`src/rtl/ula.sv`:
```
// ula: 32-bit registered arithmetic/logic unit for the processor datapath.
// One 3-bit-coded operation per cycle; result, zero flag and signed-overflow
// flag are registered on the rising edge of clock (latency 1, throughput 1).
// Optional feature macro: ULA_SHIFT_EN -- when defined, code 101 performs a
// logical left shift by entrada2[4:0]; when undefined no shifter is built and
// code 101 produces a zero result.
//
// Interface timing: there is no handshake. Inputs are sampled at every rising
// edge and are always accepted; outputs are valid from just after that edge
// until the next one. Reset is asynchronous and active-high.
module ula (
  input  logic        clock,
  input  logic        reset,
  input  logic [31:0] entrada1,
  input  logic [31:0] entrada2,
  input  logic [2:0]  ALUControl,
  output logic        zero,
  output logic [31:0] resultado,
  output logic        overflow
);

  localparam logic [2:0] OP_AND = 3'b000;
  localparam logic [2:0] OP_OR  = 3'b001;
  localparam logic [2:0] OP_ADD = 3'b010;
  localparam logic [2:0] OP_XOR = 3'b011;
  localparam logic [2:0] OP_NOR = 3'b100;
  localparam logic [2:0] OP_SLL = 3'b101;
  localparam logic [2:0] OP_SUB = 3'b110;
  localparam logic [2:0] OP_SLT = 3'b111;

  logic [31:0] sum;
  logic [31:0] diff;
  logic        add_ovf;
  logic        sub_ovf;
  logic        less_signed;

  logic [31:0] resultado_d, resultado_q;
  logic        zero_d, zero_q;
  logic        overflow_d, overflow_q;

  // Shared adder/subtractor outputs and their two's-complement overflow terms.
  always_comb begin
    sum         = entrada1 + entrada2;
    diff        = entrada1 - entrada2;
    // ADD overflows when both operands share a sign the result does not.
    add_ovf     = (entrada1[31] == entrada2[31]) && (sum[31] != entrada1[31]);
    // SUB overflows when operand signs differ and the result flips A's sign.
    sub_ovf     = (entrada1[31] != entrada2[31]) && (diff[31] != entrada1[31]);
    // Exact signed compare; deliberately not derived from diff's sign bit,
    // which would be wrong whenever the subtraction overflows.
    less_signed = $signed(entrada1) < $signed(entrada2);
  end

  // Next-state selection: operation result, zero flag from the same value,
  // and overflow only for ADD/SUB.
  always_comb begin
    resultado_d = 32'd0;
    overflow_d  = 1'b0;
    case (ALUControl)
      OP_AND: resultado_d = entrada1 & entrada2;
      OP_OR:  resultado_d = entrada1 | entrada2;
      OP_ADD: begin
        resultado_d = sum;
        overflow_d  = add_ovf;
      end
      OP_XOR: resultado_d = entrada1 ^ entrada2;
      OP_NOR: resultado_d = ~(entrada1 | entrada2);
      OP_SLL: begin
`ifdef ULA_SHIFT_EN
        resultado_d = entrada1 << entrada2[4:0];
`else
        resultado_d = 32'd0;
`endif
      end
      OP_SUB: begin
        resultado_d = diff;
        overflow_d  = sub_ovf;
      end
      OP_SLT: resultado_d = {31'd0, less_signed};
      default: resultado_d = 32'd0;
    endcase
    zero_d = (resultado_d == 32'd0);
  end

  // Output registers; reset clears the result, so zero reads 1.
  always_ff @(posedge clock or posedge reset) begin
    if (reset) begin
      resultado_q <= 32'd0;
      zero_q      <= 1'b1;
      overflow_q  <= 1'b0;
    end else begin
      resultado_q <= resultado_d;
      zero_q      <= zero_d;
      overflow_q  <= overflow_d;
    end
  end

  assign resultado = resultado_q;
  assign zero      = zero_q;
  assign overflow  = overflow_q;

endmodule

```
`config.mk`:
```
export PLATFORM = sky130hd
export DESIGN_NAME = ula
export DESIGN_NICKNAME = d
export VERILOG_FILES = /design/src/rtl/ula.sv
export SDC_FILE = /design/constraint.sdc
export NUM_CORES = 1
export LEC_CHECK = 0
export BUFFER_PORTS_ARGS = -buffer_cell sky130_fd_sc_hd__buf_2
export CORE_UTILIZATION = 55
export CTS_BUF_LIST = sky130_fd_sc_hd__clkbuf_2 sky130_fd_sc_hd__clkbuf_4 sky130_fd_sc_hd__clkbuf_8
export DETAILED_ROUTE_END_ITERATION = 16
export PLACE_DENSITY = 0.85
export REMOVE_ABC_BUFFERS = 1
export SYNTH_ARGS = -nofsm -noshare
export SYNTH_HDL_FRONTEND = slang
export SYNTH_SLANG_ARGS = --single-unit
```
`constraint.sdc`:
```
create_clock -name clock -period 3.2 [get_ports clock]
set_clock_uncertainty 0.15 [all_clocks]
set_input_delay 0.64 -clock clock [delete_from_list [all_inputs] [get_ports clock]]
set_output_delay 0.64 -clock clock [all_outputs]
set_load 0.03 [all_outputs]
```
==> flow_metrics.py, run 1 <==
metrics = {
    "run_status": {
        "status": "aborted with a tool error",
        "lastStage": "5_1_grt",
        "first-error": "[ERROR GRT-0116] Global routing finished with congestion. Check the congestion regions in the DRC Viewer.",
    },
    "synth": {
        "syn_area_sq_mm": 0.00701,
        "ys_ff_latch": 34,
        "synthCells": 1017,
        "synth_area_per_cell_sq_um": 6.89,
        "async_flop_share": 1.00,
        "synth.yosys.warnings": 0,
        "synth_cell_types": 77,
        "synth_edf_count": 0,
        "synth_ff_type": "dfrtp_1",
        "yosysSeqAreaShare": 0.122,
    },
    "grt": {
        "grt_pass1_vias": 14700,
        "grt_first_pass_wirelength_mm": 91.0,
        "grtUsageTotal": 0.903,
        "grt-ovfl-total": 410,
        "grt_start_max_net_pins": 35,
    },
    "cts": {
        "clock_sinks": 34,
        "clk_path_buf_depth": 2,
        "numCtsBuffers": 5,
        "cts_root_buffer": "clkbuf_8",
        "cts_max_level": 2,
    },
    "die": {
        "initial_core_util": 0.574,
        "rows": 40,
        "die_w_um": 115,
        "io_pins": 103,
        "die-height_um": 115,
    },
    "placement": {
        "place_hpwl_mm": 27.4,
        "gp_congestion": 1.17,
        "dp_slack_ps": -1910,
        "port_buffers": 102,
        "dp_cells": 1623,
    },
}
synthesized netlist by cell type, types with 7 or more instances:
cell       number  area [sq um]
a2111oi_0       7          61.3
a211oi_1       21           158
a21o_1         15           113
a21oi_1       113           566
a31oi_1        11          68.8
clkbuf_1       53           199
dfrtp_1        33           826
ha_1           97          1210
inv_1         101           379
mux2i_1         9          90.1
nand2_1        74           278
nand2b_1       12          75.1
nand3_1        21           105
nand4_1        15          93.8
nor2_1        107           402
nor2b_1        17           106
nor3_1         27           135
nor4_1         13          81.3
o211ai_1       19           143
o21a_1          8          60.1
o21ai_0        66           330
o31ai_1        16           120
or3_1           9          56.3
or4_1           7          52.6
xnor2_1        14           123
cell families after synthesis:
group	count (synthesis)	share of synthesized area
compound gates	367	0.351
simple gates	330	0.227
buf+inv	161	0.0870
fa+ha+maj	99	0.179
flops	34	0.122
xor+xnor	17	0.0213
mux	9	0.0129
per-layer routing:
layer / global-route usage / GRT overflow
met4: 0.970 / 102
met3: 0.773 / 17
met2: 1.07 / 265
met1: 0.863 / 25
met5: 0.415 / 1
per-stage QoR:
step / area, sq um / hold WS, ps / util
detailed placement: 10500 / 625 / 0.857
global placement: 10500 / 599 / 0.857
CTS: 11300 / 303 / 0.924
floorplan: 6780 / 599 / -
what timing repair did:
item | 4_1_cts
gates resized for setup | 131
pin swaps | 55
setup buffers | 29
setup endpoints to repair | 25
hold buffers | 0
==> run 2: changes to the inputs <==
==> config.mk (replaced) <==
export PLATFORM = sky130hd
export DESIGN_NAME = ula
export DESIGN_NICKNAME = d
export VERILOG_FILES = /design/src/rtl/ula.sv
export SDC_FILE = /design/constraint.sdc
export NUM_CORES = 1
export LEC_CHECK = 0
export BUFFER_PORTS_ARGS = -buffer_cell sky130_fd_sc_hd__buf_2
export CORE_UTILIZATION = 40
export DETAILED_ROUTE_END_ITERATION = 16
export PLACE_DENSITY_LB_ADDON = 0.15
export REMOVE_ABC_BUFFERS = 1
export SYNTH_ARGS = -nofsm -noshare
export SYNTH_HDL_FRONTEND = slang
export SYNTH_SLANG_ARGS = --single-unit
==> flow_metrics.py, run 2 <==
metrics = {
    "layout": {
        "layout_commonest_cell": "buf_4",
        "area.growth.synth_to_final_pct": 78.1,
        "fill_cells": 1384,
        "antenna_cells": 0,
        "multi_input_area_sq_mm": 0.00655,
        "layout_common_cells": "buf_4, nor2_1, a21oi_1",
        "drive_above_1_share": 0.477,
        "largest_reg_flops": 32,
        "seq_area_sq_um": 852,
        "nets": 1686,
        "final_util": 0.727,
    },
    "cts": {
        "cts_tree": "yes",
        "cts_root_buffer": "clkbuf_16",
        "clk_path_buf_depth": 2,
        "cts_max_level": 2,
        "clock_sinks": 34,
        "cts.clk_slew.worst_paths_ps": 70,
        "numCtsBuffers": 5,
    },
    "timing": {
        "maxSlewHeadroom": 0.589,
        "final_hold_viol_count": 0,
        "setup_viol": 17,
        "worst_slack_ps": -1300,
        "worst_pin_slew_ps": 611,
        "max_freq_mhz": 222,
        "period_share": 1.41,
        "timing.final.max_slew_violations": 0,
        "min_period_ps": 4500,
        "hold_ws_ps": 304,
        "rsz0062_at_grt": "true",
    },
    "routing": {
        "drt-total-wl_mm": 32.8,
        "drt-pass1-iter-count": 5,
        "vias": 10000,
        "avgViaCountPerCell": 5.75,
        "drt_iter0_markers": 1082,
        "ant_nets": 0,
        "remaining_drc_errors": 0,
        "wl_per_cell_um": 18.8,
    },
    "die": {
        "core_area_sq_mm": 0.0172,
        "rows": 48,
        "initial_core_util": 0.408,
        "die-height_um": 134,
        "die_area_sq_mm": 0.0180,
        "die_w_um": 134,
        "io_pins": 103,
    },
    "synth": {
        "netlist.area_leader.share": 0.173,
        "synth-adder-area-share": 0.179,
        "synth-xor-area-share": 0.0212,
        "synthCells": 1017,
        "syn_area_sq_mm": 0.00701,
        "yosys.area.top_type": "ha_1",
        "synth_common_cells": "a21oi_1, nor2_1, inv_1",
        "synth_ff_type": "dfrtp_1",
        "synth.yosys.warnings": 0,
        "synth_edf_count": 0,
        "yosysMostFrequentCell": "a21oi_1",
        "yosysSeqAreaShare": 0.122,
        "synth_top_family_by_area": "compound AO/OA/AOI/OAI gates",
        "ys_ff_latch": 34,
        "synthMuxAreaShare": 0.0129,
        "synth_cell_types": 77,
        "synth_area_per_cell_sq_um": 6.89,
        "synth_compound_area_frac": 0.351,
        "async_flop_share": 1.00,
        "synth-simple-area-share": 0.227,
        "synth_area_leaders": "ha_1, dfrtp_1, a21oi_1",
    },
    "grt": {
        "grt_pass1_vias": 9332,
        "grtUsageTotal": 0.345,
        "grt_start_max_net_pins": 35,
        "antenna_found_initial": 0,
        "grt_first_pass_wirelength_mm": 48.8,
        "grt-ovfl-total": 0,
    },
    "power": {
        "power_mw": 3.55,
        "p_per_area_mw_per_mm2": 285,
        "vdd_drop_max_mv": 0.293,
        "leakage_nw": 5.99,
    },
    "worst_setup_path": {
        "start_kind": "input pin",
        "crit_required_ps": 3240,
        "path_cells": "buf_8 -> inv_4 -> ha_4 -> buf_6 -> o211ai_1 -> o211ai_1 -> a21oi_1 -> buf_4 -> buf_4 -> a211oi_1 -> nor2_1 -> a211oi_1 -> o221a_2 -> o2111ai_1 -> or4b_4 -> or4_1 -> nor4bb_1",
        "path_max_fanout": 4,
        "slowest_delay_ps": 540,
        "crit_arrival_ps": 4540,
        "endpoint_kind": "register",
        "cp_slowest_cell": "or4b_4",
        "critical_path_class": "in -> reg",
    },
    "flow_run": {
        "cap_violations": 0,
    },
    "placement": {
        "gp_congestion": 0.982,
        "place_hpwl_mm": 24.8,
        "port_buffers": 102,
    },
    "min_path": {
        "hold_path_class": "in -> async",
    },
    "run_status": {
        "status": "finished, violations left",
        "violations": "setup timing",
    },
}
[run 2: cell counts after synthesis]
No cell type changed its count.
[run 2: where the power goes]
group | switching (mW) | internal [mW]
clock network | 0.209 | 0.448
logic | 1.27 | 1.12
registers | 0.0142 | 0.486
total | 1.49 | 2.06
[run 2: layout make-up]
class                      instances  share of cell area
multi-input combinational        822               0.525
tap                              225              0.0226
clock inverter                     3             0.00551
timing repair buffer             554               0.336
clock buffer                       5              0.0100
inverter                         101              0.0330
sequential                        34              0.0683
[run 2: per-stage QoR]
stage / std cells / cell area [sq um] / TNS, ps / setup WS [ps]
final: 1744 / 12500 / -5130 / -1300
after CTS: 1735 / 11900 / -5370 / -1240
after detailed placement: 1691 / 10600 / -17630 / -1980
after global placement: 1691 / 10600 / -16390 / -1820
after global routing: 1744 / 12500 / -6150 / -1410
after floorplan: 957 / 6780 / -2710 / -1430
[run 2: how the worst max path moves through the flow]
stage	start	endpoint	slack, ps	cells after the start
final	entrada2[3]	zero$_DFF_PP1_	-1300	17
after global routing	entrada2[12]	zero$_DFF_PP1_	-1410	17
after CTS	entrada2[12]	zero$_DFF_PP1_	-1240	14
after detailed placement	entrada1[0]	zero$_DFF_PP1_	-1980	16
after global placement	entrada1[0]	zero$_DFF_PP1_	-1820	16
after floorplan	entrada1[10]	zero$_DFF_PP1_	-1430	13
[run 2: routing by layer]
layer	up-vias	share of wire	wire length, um	global-route usage
met5	-	0	0	0
met4	0	0.051	1670	0.153
met3	134	0.093	3040	0.0552
met2	595	0.45	14600	0.553
met1	4607	0.41	13400	0.455
li1	4692	-	-	-
[run 2: cells by family after synthesis]
logic type / after synthesis
compound gates: 367
xor+xnor: 17
fa+ha+maj: 99
buf+inv: 161
flops: 34
mux: 9
simple gates: 330
[run 2: timing repair]
item / CTS / global route
resized for setup: 175 / 131
pin swaps: 68 / 79
hold buffers: 0 / 0
setup buffers: 39 / 35
endpoints found under the setup margin: 22 / 22
[run 2: worst max-delay path: cells and delay by family]
| family | cells | cell delay [ps] |
|---|---|---|
| buffers and inverters | 5 | 570 |
| adders and majority gates | 1 | 260 |
| and+or+nand+nor | 4 | 1330 |
| AOI/OAI and AO/OA | 7 | 1750 |
Note: power is estimated with default switching activity, not from simulation.
